--- src/rtl/ipsm_pkg.sv ---
`default_nettype none
// ============================================================================
//  Module      : ipsm_pkg
//  Description : Shared definitions for the image-capture / SPART path:
//                DMEM transmit FSM state encoding, frame geometry and the
//                lane layout used by both the capture and readback blocks.
//                Each 256-bit DMEM word carries 16 pixels as 16-bit lanes
//                holding {8'h00, pixel}.
//  Revision    : 1.0 - initial release
// ============================================================================
package ipsm_pkg;

    // State encoding for the DMEM-to-SPART image transmitter
    typedef enum logic [2:0] {
        ST_IDLE  = 3'd0,
        ST_HDR   = 3'd1,
        ST_FETCH = 3'd2,
        ST_LOAD  = 3'd3,
        ST_PIX   = 3'd4,
        ST_SUM   = 3'd5,
        ST_DONE  = 3'd6
    } dmem_tx_state_t;

    localparam int         IMG_PIXELS   = 784;   // 28 x 28 frame
    localparam int         PIX_PER_WORD = 16;    // pixels per 256-bit word
    localparam int         LANE_W       = 16;    // bits per pixel lane
    localparam logic [7:0] SPART_HDR    = 8'hA5; // packet start byte

    // Pixel byte of a given lane; the lane's upper byte is padding and is
    // never returned. The {lane, 4'd0} index relies on LANE_W being 16.
    function automatic logic [7:0] lane_pixel(input logic [255:0] word,
                                              input logic [3:0]   lane);
        return word[{lane, 4'd0} +: 8];
    endfunction

endpackage
`default_nettype wire

--- src/rtl/dmem_image_tx.sv ---
`default_nettype none
// ============================================================================
//  Module      : dmem_image_tx
//  Description : Reads a captured 28x28 grayscale frame out of the 256-bit
//                DMEM and streams it to the SPART transmitter as a packet:
//                header byte, 784 pixel bytes, 8-bit checksum (mod-256 sum
//                of the pixel bytes only).
//  Ports       : iCLK          - clock (capture FSM pixel-clock domain)
//                iRST          - synchronous active-high reset
//                iSTART        - single-cycle frame send request
//                oBUSY         - frame in progress
//                oDONE         - one-cycle pulse after checksum accepted
//                oDmem_rden    - DMEM read strobe
//                oDmem_addr    - DMEM word address
//                iDmem_rddata  - DMEM read data (one cycle after rden)
//                oTX_DATA      - byte to SPART
//                oTX_VALID     - oTX_DATA valid
//                iTX_READY     - SPART can accept a byte
//  Revision    : 1.0 - initial release
// ============================================================================
module dmem_image_tx
    import ipsm_pkg::*;
#(
    parameter logic [6:0] BASE_ADDR = 7'd0,
    parameter int         NUM_WORDS = IMG_PIXELS / PIX_PER_WORD,
    parameter logic [7:0] HDR_BYTE  = SPART_HDR
) (
    input  logic         iCLK,
    input  logic         iRST,
    input  logic         iSTART,
    output logic         oBUSY,
    output logic         oDONE,
    output logic         oDmem_rden,
    output logic [6:0]   oDmem_addr,
    input  logic [255:0] iDmem_rddata,
    output logic [7:0]   oTX_DATA,
    output logic         oTX_VALID,
    input  logic         iTX_READY
);

    localparam logic [5:0] c_LAST_WORD = 6'(NUM_WORDS - 1);
    localparam logic [3:0] c_LAST_LANE = 4'(PIX_PER_WORD - 1);

    dmem_tx_state_t r_state;
    logic [5:0]     r_word_cnt;
    logic [3:0]     r_lane;
    logic [255:0]   r_word;
    logic [7:0]     r_sum;

    logic           r_busy;
    logic           r_done;
    logic           r_rden;
    logic [6:0]     r_addr;
    logic [7:0]     r_data;
    logic           r_valid;

    logic           w_accept;
    logic [3:0]     w_lane_nx;
    logic [5:0]     w_word_nx;
    logic [7:0]     w_sum_nx;

    assign w_accept  = r_valid && iTX_READY;
    assign w_lane_nx = r_lane + 4'd1;
    assign w_word_nx = r_word_cnt + 6'd1;
    assign w_sum_nx  = r_sum + r_data;

    // All outputs are registered: each state transition loads the values the
    // next state presents, so oTX_DATA only changes on an accepted byte.
    always_ff @(posedge iCLK) begin
        if (iRST) begin
            r_state    <= ST_IDLE;
            r_word_cnt <= 6'd0;
            r_lane     <= 4'd0;
            r_word     <= '0;
            r_sum      <= 8'h00;
            r_busy     <= 1'b0;
            r_done     <= 1'b0;
            r_rden     <= 1'b0;
            r_addr     <= BASE_ADDR;
            r_data     <= 8'h00;
            r_valid    <= 1'b0;
        end else begin
            case (r_state)
                ST_IDLE: begin
                    if (iSTART) begin
                        r_state <= ST_HDR;
                        r_busy  <= 1'b1;
                        r_valid <= 1'b1;
                        r_data  <= HDR_BYTE;
                    end
                end

                ST_HDR: begin
                    if (w_accept) begin
                        r_word_cnt <= 6'd0;
                        r_sum      <= 8'h00;
                        r_valid    <= 1'b0;
                        r_rden     <= 1'b1;
                        r_addr     <= BASE_ADDR;
                        r_state    <= ST_FETCH;
                    end
                end

                ST_FETCH: begin
                    // Read strobe lasts exactly this one cycle
                    r_rden  <= 1'b0;
                    r_state <= ST_LOAD;
                end

                ST_LOAD: begin
                    r_word  <= iDmem_rddata;
                    r_lane  <= 4'd0;
                    r_data  <= lane_pixel(iDmem_rddata, 4'd0);
                    r_valid <= 1'b1;
                    r_state <= ST_PIX;
                end

                ST_PIX: begin
                    if (w_accept) begin
                        r_sum  <= w_sum_nx;
                        r_lane <= w_lane_nx;
                        if (r_lane == c_LAST_LANE) begin
                            if (r_word_cnt == c_LAST_WORD) begin
                                // Checksum goes out directly; VALID stays high
                                r_data  <= w_sum_nx;
                                r_state <= ST_SUM;
                            end else begin
                                r_word_cnt <= w_word_nx;
                                r_valid    <= 1'b0;
                                r_rden     <= 1'b1;
                                r_addr     <= BASE_ADDR + {1'b0, w_word_nx};
                                r_state    <= ST_FETCH;
                            end
                        end else begin
                            r_data <= lane_pixel(r_word, w_lane_nx);
                        end
                    end
                end

                ST_SUM: begin
                    if (w_accept) begin
                        r_valid <= 1'b0;
                        r_data  <= 8'h00;
                        r_busy  <= 1'b0;
                        r_done  <= 1'b1;
                        r_state <= ST_DONE;
                    end
                end

                ST_DONE: begin
                    // iSTART is deliberately not looked at here
                    r_done  <= 1'b0;
                    r_state <= ST_IDLE;
                end

                default: begin
                    r_state <= ST_IDLE;
                    r_busy  <= 1'b0;
                    r_done  <= 1'b0;
                    r_rden  <= 1'b0;
                    r_valid <= 1'b0;
                    r_data  <= 8'h00;
                end
            endcase
        end
    end

    assign oBUSY      = r_busy;
    assign oDONE      = r_done;
    assign oDmem_rden = r_rden;
    assign oDmem_addr = r_addr;
    assign oTX_DATA   = r_data;
    assign oTX_VALID  = r_valid;

endmodule
`default_nettype wire

--- config.mk ---
export PLATFORM = sky130hd
export DESIGN_NAME = dmem_image_tx
export DESIGN_NICKNAME = d
export VERILOG_FILES = /design/src/rtl/ipsm_pkg.sv /design/src/rtl/dmem_image_tx.sv
export SDC_FILE = /design/constraint.sdc
export NUM_CORES = 1
export LEC_CHECK = 0
export BUFFER_PORTS_ARGS = -buffer_cell sky130_fd_sc_hd__buf_2
export CORE_MARGIN = 2
export CORE_UTILIZATION = 45
export DETAILED_ROUTE_END_ITERATION = 8
export GPL_TIMING_DRIVEN = 0
export PLACE_DENSITY = 0.78
export SYNTH_ARGS = -nofsm -noshare
export SYNTH_HDL_FRONTEND = slang
export SYNTH_SLANG_ARGS = --single-unit
--- constraint.sdc ---
create_clock -name iCLK -period 2.5 [get_ports iCLK]
set_clock_uncertainty 0.1 [all_clocks]
set_input_delay 0 -clock iCLK [delete_from_list [all_inputs] [get_ports iCLK]]
set_output_delay 0 -clock iCLK [all_outputs]
set_load 0.01 [all_outputs]
* Yosys cells after proc, flatten, opt, wreduce, memory -nomap -nowiden
Index checks and enable logic that the tools add are counted.
** Storage, ports and cells
- Register bits :: 296
- Bits of input ports :: 260
- Output and inout port bits :: 19
- Word-level logic and storage cells :: 95
** Cells by class
- Add/sub/neg operators :: 3
- Equal/unequal tests :: 16
- Shifts and indexed selects :: 1
- Mux-type cells :: 40
- Bitwise logic cells :: 5
- Reductions and logical operators :: 19
** Operators by type and width (number)
- indexed part select 256 x 9 -> 8 bit :: 1
- 2-to-1 mux 8 bit :: 6
- case mux 8 bit (5 select lines) :: 1
- 2-to-1 mux 7 bit :: 4
- 2-to-1 mux 6 bit :: 4
- AND reduction 5 bit :: 4
- 2-to-1 mux 3 bit :: 6
- case mux 3 bit (6 select lines) :: 1
- case mux 8 bit (2 select lines) :: 1
- case mux 7 bit (2 select lines) :: 1
- != test 2 bit (second input constant) :: 6
- case mux 6 bit (2 select lines) :: 1
- OR reduction 5 bit :: 2
- equality test 3 bit (second input constant) :: 3
- 2-to-1 mux 1 bit :: 9
- adder 8 bit :: 1
- case mux 4 bit (2 select lines) :: 1
- adder 6 x 1 -> 6 bit (second input constant) :: 1
- equality test 3 x 2 -> 1 bit (second input constant) :: 2
- equality test 6 bit (second input constant) :: 1
- case mux 1 bit (3 select lines) :: 2
- AND reduction 3 bit :: 2
- AND reduction 6 bit :: 1
- inverter 1 bit :: 5
- 15 further kinds :: 18

* Depth between registers and ports, before layout
Gate-level depths: netlist (run 1).
- Word-level depth :: 5
- Gate-level depth with buffers :: 9
- Mapped depth without buffers :: 8

* Worst setup path before layout (run 1)
OpenSTA, ideal clock, no wires.
- Path type :: register -> register
- Start :: reg r_lane[1]
- End :: reg r_data[5] (netlist: oTX_DATA[5])
- Setup time :: 0.135 ns
- Arrival :: 2.033 ns
- Data required time :: 2.265 ns
- Setup slack :: 0.232 ns
- Cell stages (with the launch flop) :: 7
- Buffers on the path :: 1
- Clock period less this slack :: 2.268 ns
- Cells stage by stage :: dfxtp_1 -> ha_1 -> buf_2 -> mux4_2 -> mux4_2 -> a221oi_2 -> a211oi_1
** Between the ends
- Longest elaborated chain between the ends :: 5
- Elaborated cells between the ends (all ways) :: 8
- Those cells by class :: 1 x add/sub; 2 x eq/ne; 1 x shift; 3 x mux; 1 x reduce/logical
** RTL lines
- start, declared :: RTL line dmem_image_tx.sv:46 : logic [3:0] r_lane;
- start signal, assigned :: RTL line dmem_image_tx.sv:121 : r_lane <= w_lane_nx;
- adder 4 x 1 -> 4 bit :: RTL line dmem_image_tx.sv:63 : assign w_lane_nx = r_lane + 4'd1;
- indexed part select 256 x 9 -> 8 bit :: RTL line ipsm_pkg.sv:33 : return word[{lane, 4'd0} +: 8];
- 2-to-1 mux 8 bit :: RTL line dmem_image_tx.sv:122 : if (r_lane == c_LAST_LANE) begin
- 2-to-1 mux 8 bit :: RTL line dmem_image_tx.sv:119 : if (w_accept) begin
- case mux 8 bit (5 select lines) :: RTL line dmem_image_tx.sv:83 : case (r_state)
- end signal, assigned :: RTL line dmem_image_tx.sv:113 : r_data <= lane_pixel(iDmem_rddata, 4'd0);
- end signal, assigned :: RTL line dmem_image_tx.sv:125 : r_data <= w_sum_nx;
- end signal, assigned :: RTL line dmem_image_tx.sv:135 : r_data <= lane_pixel(r_word, w_lane_nx);
- end, declared :: RTL line dmem_image_tx.sv:54 : logic [7:0] r_data;
Parallel ways exist; a longest one is shown, timed or not. The select of a mux whose other input is x is not followed.
A chain may end at the register's enable or synchronous reset.

* Final worst setup path (run 1)
- Start :: reg r_lane[1]
- End :: reg r_data[2] (netlist: oTX_DATA[2])
Same word-level chain as after synthesis.

==> impl_metrics.yaml, run 1 <==
sta:
  finalCriticalPeriod_ps: 2450
  worst_hold_slack_ps: 58.8
  fmax_ghz: 0.407
  finalSetupViolCount: 0
  relSlewSlack: 0.506
  slew_viol_final: 0
  worst_slew_pin_slew_ps: 740
  period_share: 0.982
  hold_violations: 0
  fin_setup_tns_ps: 0
placed_design:
  port_buffers: 148
  dp_hpwl_um: 17200
  gp_congestion: 0.911
yosys:
  async_flop_share: 0
  synthCells: 871
  yosys_warnings: 0
  synth-seq-cells: 161
  synth_fp_nets: 1143
  yosys-top-cells-area: "dfxtp_1 44%, nand2_1 14%, a21oi_1 10%, mux4_2 10%, nor2_1 2.4%"
  synth.cell_area_mm2: 0.00740
  yosys-top-cells-count: "274 x nand2_1, 161 x dfxtp_1, 152 x a21oi_1, 48 x nor2_1, 41 x clkbuf_1"
  synth_edf_count: 0
  synth.most_common_cell: "nand2_1"
  synth_top_area_share: 0.436
  syn_area_per_cell_um2: 8.49
  ys_seq_area_frac: 0.436
  post-synth-top-area-cell: "dfxtp_1"
  synth_cell_types: 60
  synth_flop_cell: "dfxtp_1"
layout:
  nNetsFinal: 1442
  drive_above_1_share: 0.213
  synthToLayoutAreaGrowth_pct: 40.6
  fillers: 1307
min_path:
  hold_depth: 5
  min_path_type: "in -> reg"
die:
  coreArea_mm2: 0.0160
  fp.dieH_um: 132
  dieArea_mm2: 0.0175
  die_w_um: 132
  start_util: 0.462
  io_pins: 279
  rows: 46
critical_path:
  crit_path_max_fanout: 8
  critical_path_arrival_ps: 2680
  cp-end-kind: "flop"
  crit_family: "multiplexers"
  r2r_cells: 8
  cp_num_cells: 8
  cp_slowest_cell: "mux4_2"
  crit_path_max_incr_delay_ps: 530
  crit_chain: "ha_4 > buf_8 > buf_12 > mux4_2 > mux2i_1 > nor2_1 > a2111oi_2 > o21ai_1"
  crit_type: "reg -> reg"
  path_buf_inv: 2
  setup.worst_path.start_class: "flop"
  required_ps: 2720
grt:
  track_usage: 0.308
  grt_max_degree: 17
  grt_pass1_wl_um: 41500
  grt_pass1_vias: 7922
  antenna_found_initial: 2
  grt_overflow: 0
cts:
  numCtsBuffers: 17
  cts_root_buf: "clkbuf_16"
  cts_tree: "built"
  clkSinkCount: 161
  clkLatencyLatePin_ps: 450
  htree_levels: 4
  clk_pin_slew_worst_paths_ps: 70
  cts_buffer_depth: 2
power:
  cellPowerDensity_mw_per_mm2: 646
  p_leak_uw: 0.00387
  vdd_drop_max_mv: 0.455
routing:
  detail_route.vias_per_cell: 5.67
  drt_first_pass_iters: 6
  totalWireLength_um: 27100
  dr.first_iter.drc_count: 885
  num_vias: 7936
  ant_nets: 0
  wl_per_cell_um: 19.4
  post-route-drc-count: 0
outcome:
  status: "complete, no violations"
run:
  drv_cap: 0
final timing paths:
path	startpoint	end	slack [ps]
max	r_lane[1]	oTX_DATA[2]	50
min	iTX_READY	oDmem_addr[0]	60
max reg2reg	r_lane[1]	oTX_DATA[2]	50
min reg2reg	r_word[101]	r_word[101]	350
power breakdown:
group	leakage (uW)	switching, uW	internal, uW
Combinational	0.00231	742	583
Clock	0.000258	1150	1400
Sequential	0.00130	128	2710
Total	0.00387	2020	4700
per-stage QoR:
| step | utilization | setup slack (ps) | cell area, um2 | power (uW) | cells |
|---|---|---|---|---|---|
| after global placement | 0.525 | -323 | 8410 | 3940 | 1235 |
| final | 0.650 | 45.7 | 10400 | 6710 | 1400 |
| after floorplan | - | 232 | 7400 | 3560 | 871 |
| after detailed placement | 0.525 | -372 | 8410 | 3970 | 1235 |
| after CTS | 0.644 | 14.6 | 10300 | 6620 | 1396 |
| after global routing | 0.650 | -2.55 | 10400 | 6920 | 1400 |
metal layers:
layer  vias to the layer above  track usage  share of wire
li1                       3595            -              -
met1                      3707        0.372           0.39
met2                       506        0.503           0.47
met3                       128       0.0704          0.087
met4                         0        0.182          0.051
met5                         -            0              0
worst register-to-register path, stage by stage, from the launching register on:
cell and delay (ps):
dfxtp_1 360, ha_4 290, buf_8 140, buf_12 160, mux4_2 540, mux2i_1 210, nor2_1 80, a2111oi_2 360
o21ai_1 90
cell usage in the layout (no fill, tap or decap), types with 3 or more instances in the layout:
cell           netlist  final
nor3_1               3      3
ha_1                10      9
xnor2_1              5      5
and2_1               3      3
inv_6                0      5
buf_2                4    148
xor2_1               8      8
a211oi_1             7      7
buf_1                7      6
mux4_2              33     33
clkbuf_16            0     17
o21bai_1             3      3
clkinvlp_4           0      6
a21oi_1            152    152
mux2i_1             16     15
clkbuf_1            41     38
o21ai_1              6      7
buf_8                0      3
a22oi_1              8      8
a2111oi_2            0      3
clkbuf_2             1      5
nor2_1              48     48
a21o_1               3      3
a31oi_1              3      3
buf_4                3      3
o21ai_0             10      9
nand3_1             12     12
nand2b_1             4      4
dfxtp_1            161    161
buf_6                5      4
dlygate4sd3_1        0    130
clkbuf_4             1      3
nand2_1            274    274
cell type report:
class,count,area [um2],share of cell area
inverter,3,11.3,0.00108
tap,216,270,0.0260
clock inverter,13,128,0.0123
sequential,161,3220,0.310
antenna,2,5.00,0.000481
timing repair buffer,280,2070,0.199
multi-input combinational,644,3900,0.375
clock buffer,18,439,0.0422
buffer,63,350,0.0337
flip-flops by register name, indices dropped and copies added, names as in the netlist:
name	flops
oDmem_rden	1
r_word	128
oDONE	1
oTX_DATA	8
r_sum	8
oDmem_addr	6
r_state	3
oBUSY	1
r_lane	4
oTX_VALID	1
kinds of logic after synthesis:
| kind of cell | Yosys count | share of synthesized area |
|---|---|---|
| compound gates | 210 | 0.165 |
| xor+xnor | 14 | 0.0176 |
| fa+ha+maj | 12 | 0.0223 |
| buf+inv | 66 | 0.0426 |
| flops | 161 | 0.436 |
| mux | 49 | 0.122 |
| other cells | 1 | 0.000507 |
| simple gates | 358 | 0.194 |
what timing repair did:
item                                   CTS  global route
gates resized for setup                 10            18
endpoints found under the hold margin  141             0
hold buffers                           130             0
setup endpoints to repair                8            24
setup buffers                            0             2
pin swaps                                0             3
No activity file was read; power rests on OpenSTA's default activity.
==> inputs of run 2 (changes only) <==
Settings changed: ABC_CLOCK_PERIOD_IN_PS set to 2150, HOLD_SLACK_MARGIN set to 0.02, PLACE_DENSITY 0.78 to 0.81.
Clock period 2.5 ns to 2.15 ns, I/O delays scaled along.
==> impl_metrics.yaml, run 2 (synthesis gave the netlist of run 1 again) <==
power:
  switchingPower_uw: 2300
  totalPowerFinal_uw: 7990
  pwr-share-seq: 0.413
  internal-power_uw: 5690
  p_clk_frac: 0.387
  cellPowerDensity_mw_per_mm2: 751
  combPwrFrac: 0.200
  p_leak_uw: 0.00405
  switching_share: 0.288
  vdd_drop_max_mv: 0.661
sta:
  rsz0062_at_grt: "true"
  hold_violations: 0
  fin_setup_tns_ps: -984
  setup_ws_ps: -196
  worst_slew_pin_slew_ps: 670
  fmax_ghz: 0.426
  relSlewSlack: 0.552
  finalCriticalPeriod_ps: 2350
  finalSetupViolCount: 8
  period_share: 1.09
  slew_viol_final: 0
grt:
  grt_overflow: 0
  track_usage: 0.312
  use_met2: 0.524
  grt_pass1_wl_um: 42300
  grt_util_met1: 0.376
  grt_most_used_layer: "met2"
  use_met3: 0.0719
  antenna_found_initial: 0
  grt_pass1_vias: 8064
  grt_max_degree: 17
cts:
  numCtsBuffers: 17
  clk_pin_slew_worst_paths_ps: 60
  cts_root_buf: "clkbuf_16"
  clkLatencyLatePin_ps: 440
  htree_levels: 4
  clkSinkCount: 161
  cts_tree: "built"
  cts_buffer_depth: 2
placed_design:
  dp_hpwl_um: 17200
  gp_congestion: 0.944
  dp_slack_ps: -432
  placement.cell_area_mm2: 0.00844
  port_buffers: 148
  dpl.cell_count: 1235
layout:
  fin_cells: 1415
  nNetsFinal: 1458
  synthToLayoutAreaGrowth_pct: 44.0
  diodes: 0
  regMostFlops: "r_word"
  multi_input_area_mm2: 0.00397
  drive_above_1_share: 0.263
  largest_reg_flops: 128
  seq_area_mm2: 0.00323
  fin_area_mm2: 0.0106
  layout_commonest_cell: "nand2_1"
  layout_common_cells: "273 x nand2_1, 155 x dfxtp_1, 150 x a21oi_1"
  fillers: 1234
die:
  die_w_um: 132
  io_pins: 279
  fp.dieH_um: 132
  rows: 46
  start_util: 0.462
  dieArea_mm2: 0.0175
  coreArea_mm2: 0.0160
min_path:
  min_path_type: "in -> reg"
  hold_depth: 6
  min_to: "oDmem_addr[3]"
  min-delay-start: "iTX_READY"
critical_path:
  reg2reg_to: "oTX_DATA[5]"
  cp_slowest_cell: "mux4_2"
  r2r_setup_slack_ps: -200
  crit_path_max_fanout: 6
  cp-end-kind: "flop"
  critical_path_arrival_ps: 2530
  required_ps: 2340
  crit_type: "reg -> reg"
  path_buf_inv: 0
  crit_chain: "ha_4 > mux4_2 > mux4_2 > a221oi_2 > a211oi_1"
  crit_family: "multiplexers"
  crit_path_max_incr_delay_ps: 540
  r2r_cells: 5
  r2r_start: "r_lane[1]"
  cpMostUsedCell: "mux4_2"
  setup.worst_path.start_class: "flop"
routing:
  ant_nets: 0
  wl_per_cell_um: 19.5
  post-route-drc-count: 0
  drt_first_pass_iters: 6
  detail_route.vias_per_cell: 5.67
  totalWireLength_um: 27500
  num_vias: 8022
  dr.first_iter.drc_count: 852
run:
  drv_cap: 0
outcome:
  violations: "negative setup slack"
  status: "complete, but fails checks"
run 2: timing repair:
item                                   in CTS  in global routing
buffers inserted                           10                  9
cloned                                      0                  0
hold buffers                              130                  0
setup endpoints to repair                 137                145
pin swaps                                  11                 17
endpoints found under the hold margin     142                  0
gates resized for setup                    29                 55
run 2: worst register-to-register path: cells and delay by family, from the launching register on:
family / cells / cell delay [ps]
AO/OA/AOI/OAI: 2 / 340
multiplexers: 2 / 1070
adder cells (fa/ha/maj): 1 / 360
flip-flops: 1 / 340
run 2: per-layer routing:
layer	wire length, um	part of all wire
met5	0	0
met4	1280	0.046
met3	2560	0.093
met2	13300	0.48
met1	10400	0.38
run 2: layout make-up:
type	count	area share
Multi-Input combinational cell	644	0.372
Sequential cell	161	0.303
Timing Repair Buffer	297	0.207
Clock buffer	19	0.0407
Buffer	62	0.0346
Tap cell	216	0.0254
Clock inverter	13	0.0154
Inverter	3	0.00106
run 2: worst max-delay path by stage:
stage | start | slack (ps) | end | depth (start not counted)
after floorplan | r_lane[1] | -20 | oTX_DATA[5] | 6
after global placement | r_lane[1] | -410 | oTX_DATA[0] | 9
after detailed placement | r_lane[1] | -430 | oTX_DATA[0] | 9
after CTS | r_lane[0] | -180 | oTX_DATA[2] | 8
after global routing | r_lane[0] | -260 | oTX_DATA[2] | 7
final | r_lane[1] | -200 | oTX_DATA[5] | 5
run 2: stage by stage:
| step | util | hold slack [ps] |
|---|---|---|
| CTS | 0.655 | 53.6 |
| global placement | 0.527 | 141 |
| floorplan | - | 36.0 |
| detailed placement | 0.527 | 147 |
| global route | 0.665 | 121 |
| finish | 0.665 | 77.6 |
run 2: power by group through the flow:
stage	registers [uW]	clock network [uW]	logic [uW]
after floorplan	3330	0	820
after global placement	3340	0	1240
after detailed placement	3350	0	1260
after CTS	3290	3080	1510
after global routing	3310	3220	1730
final	3300	3090	1600
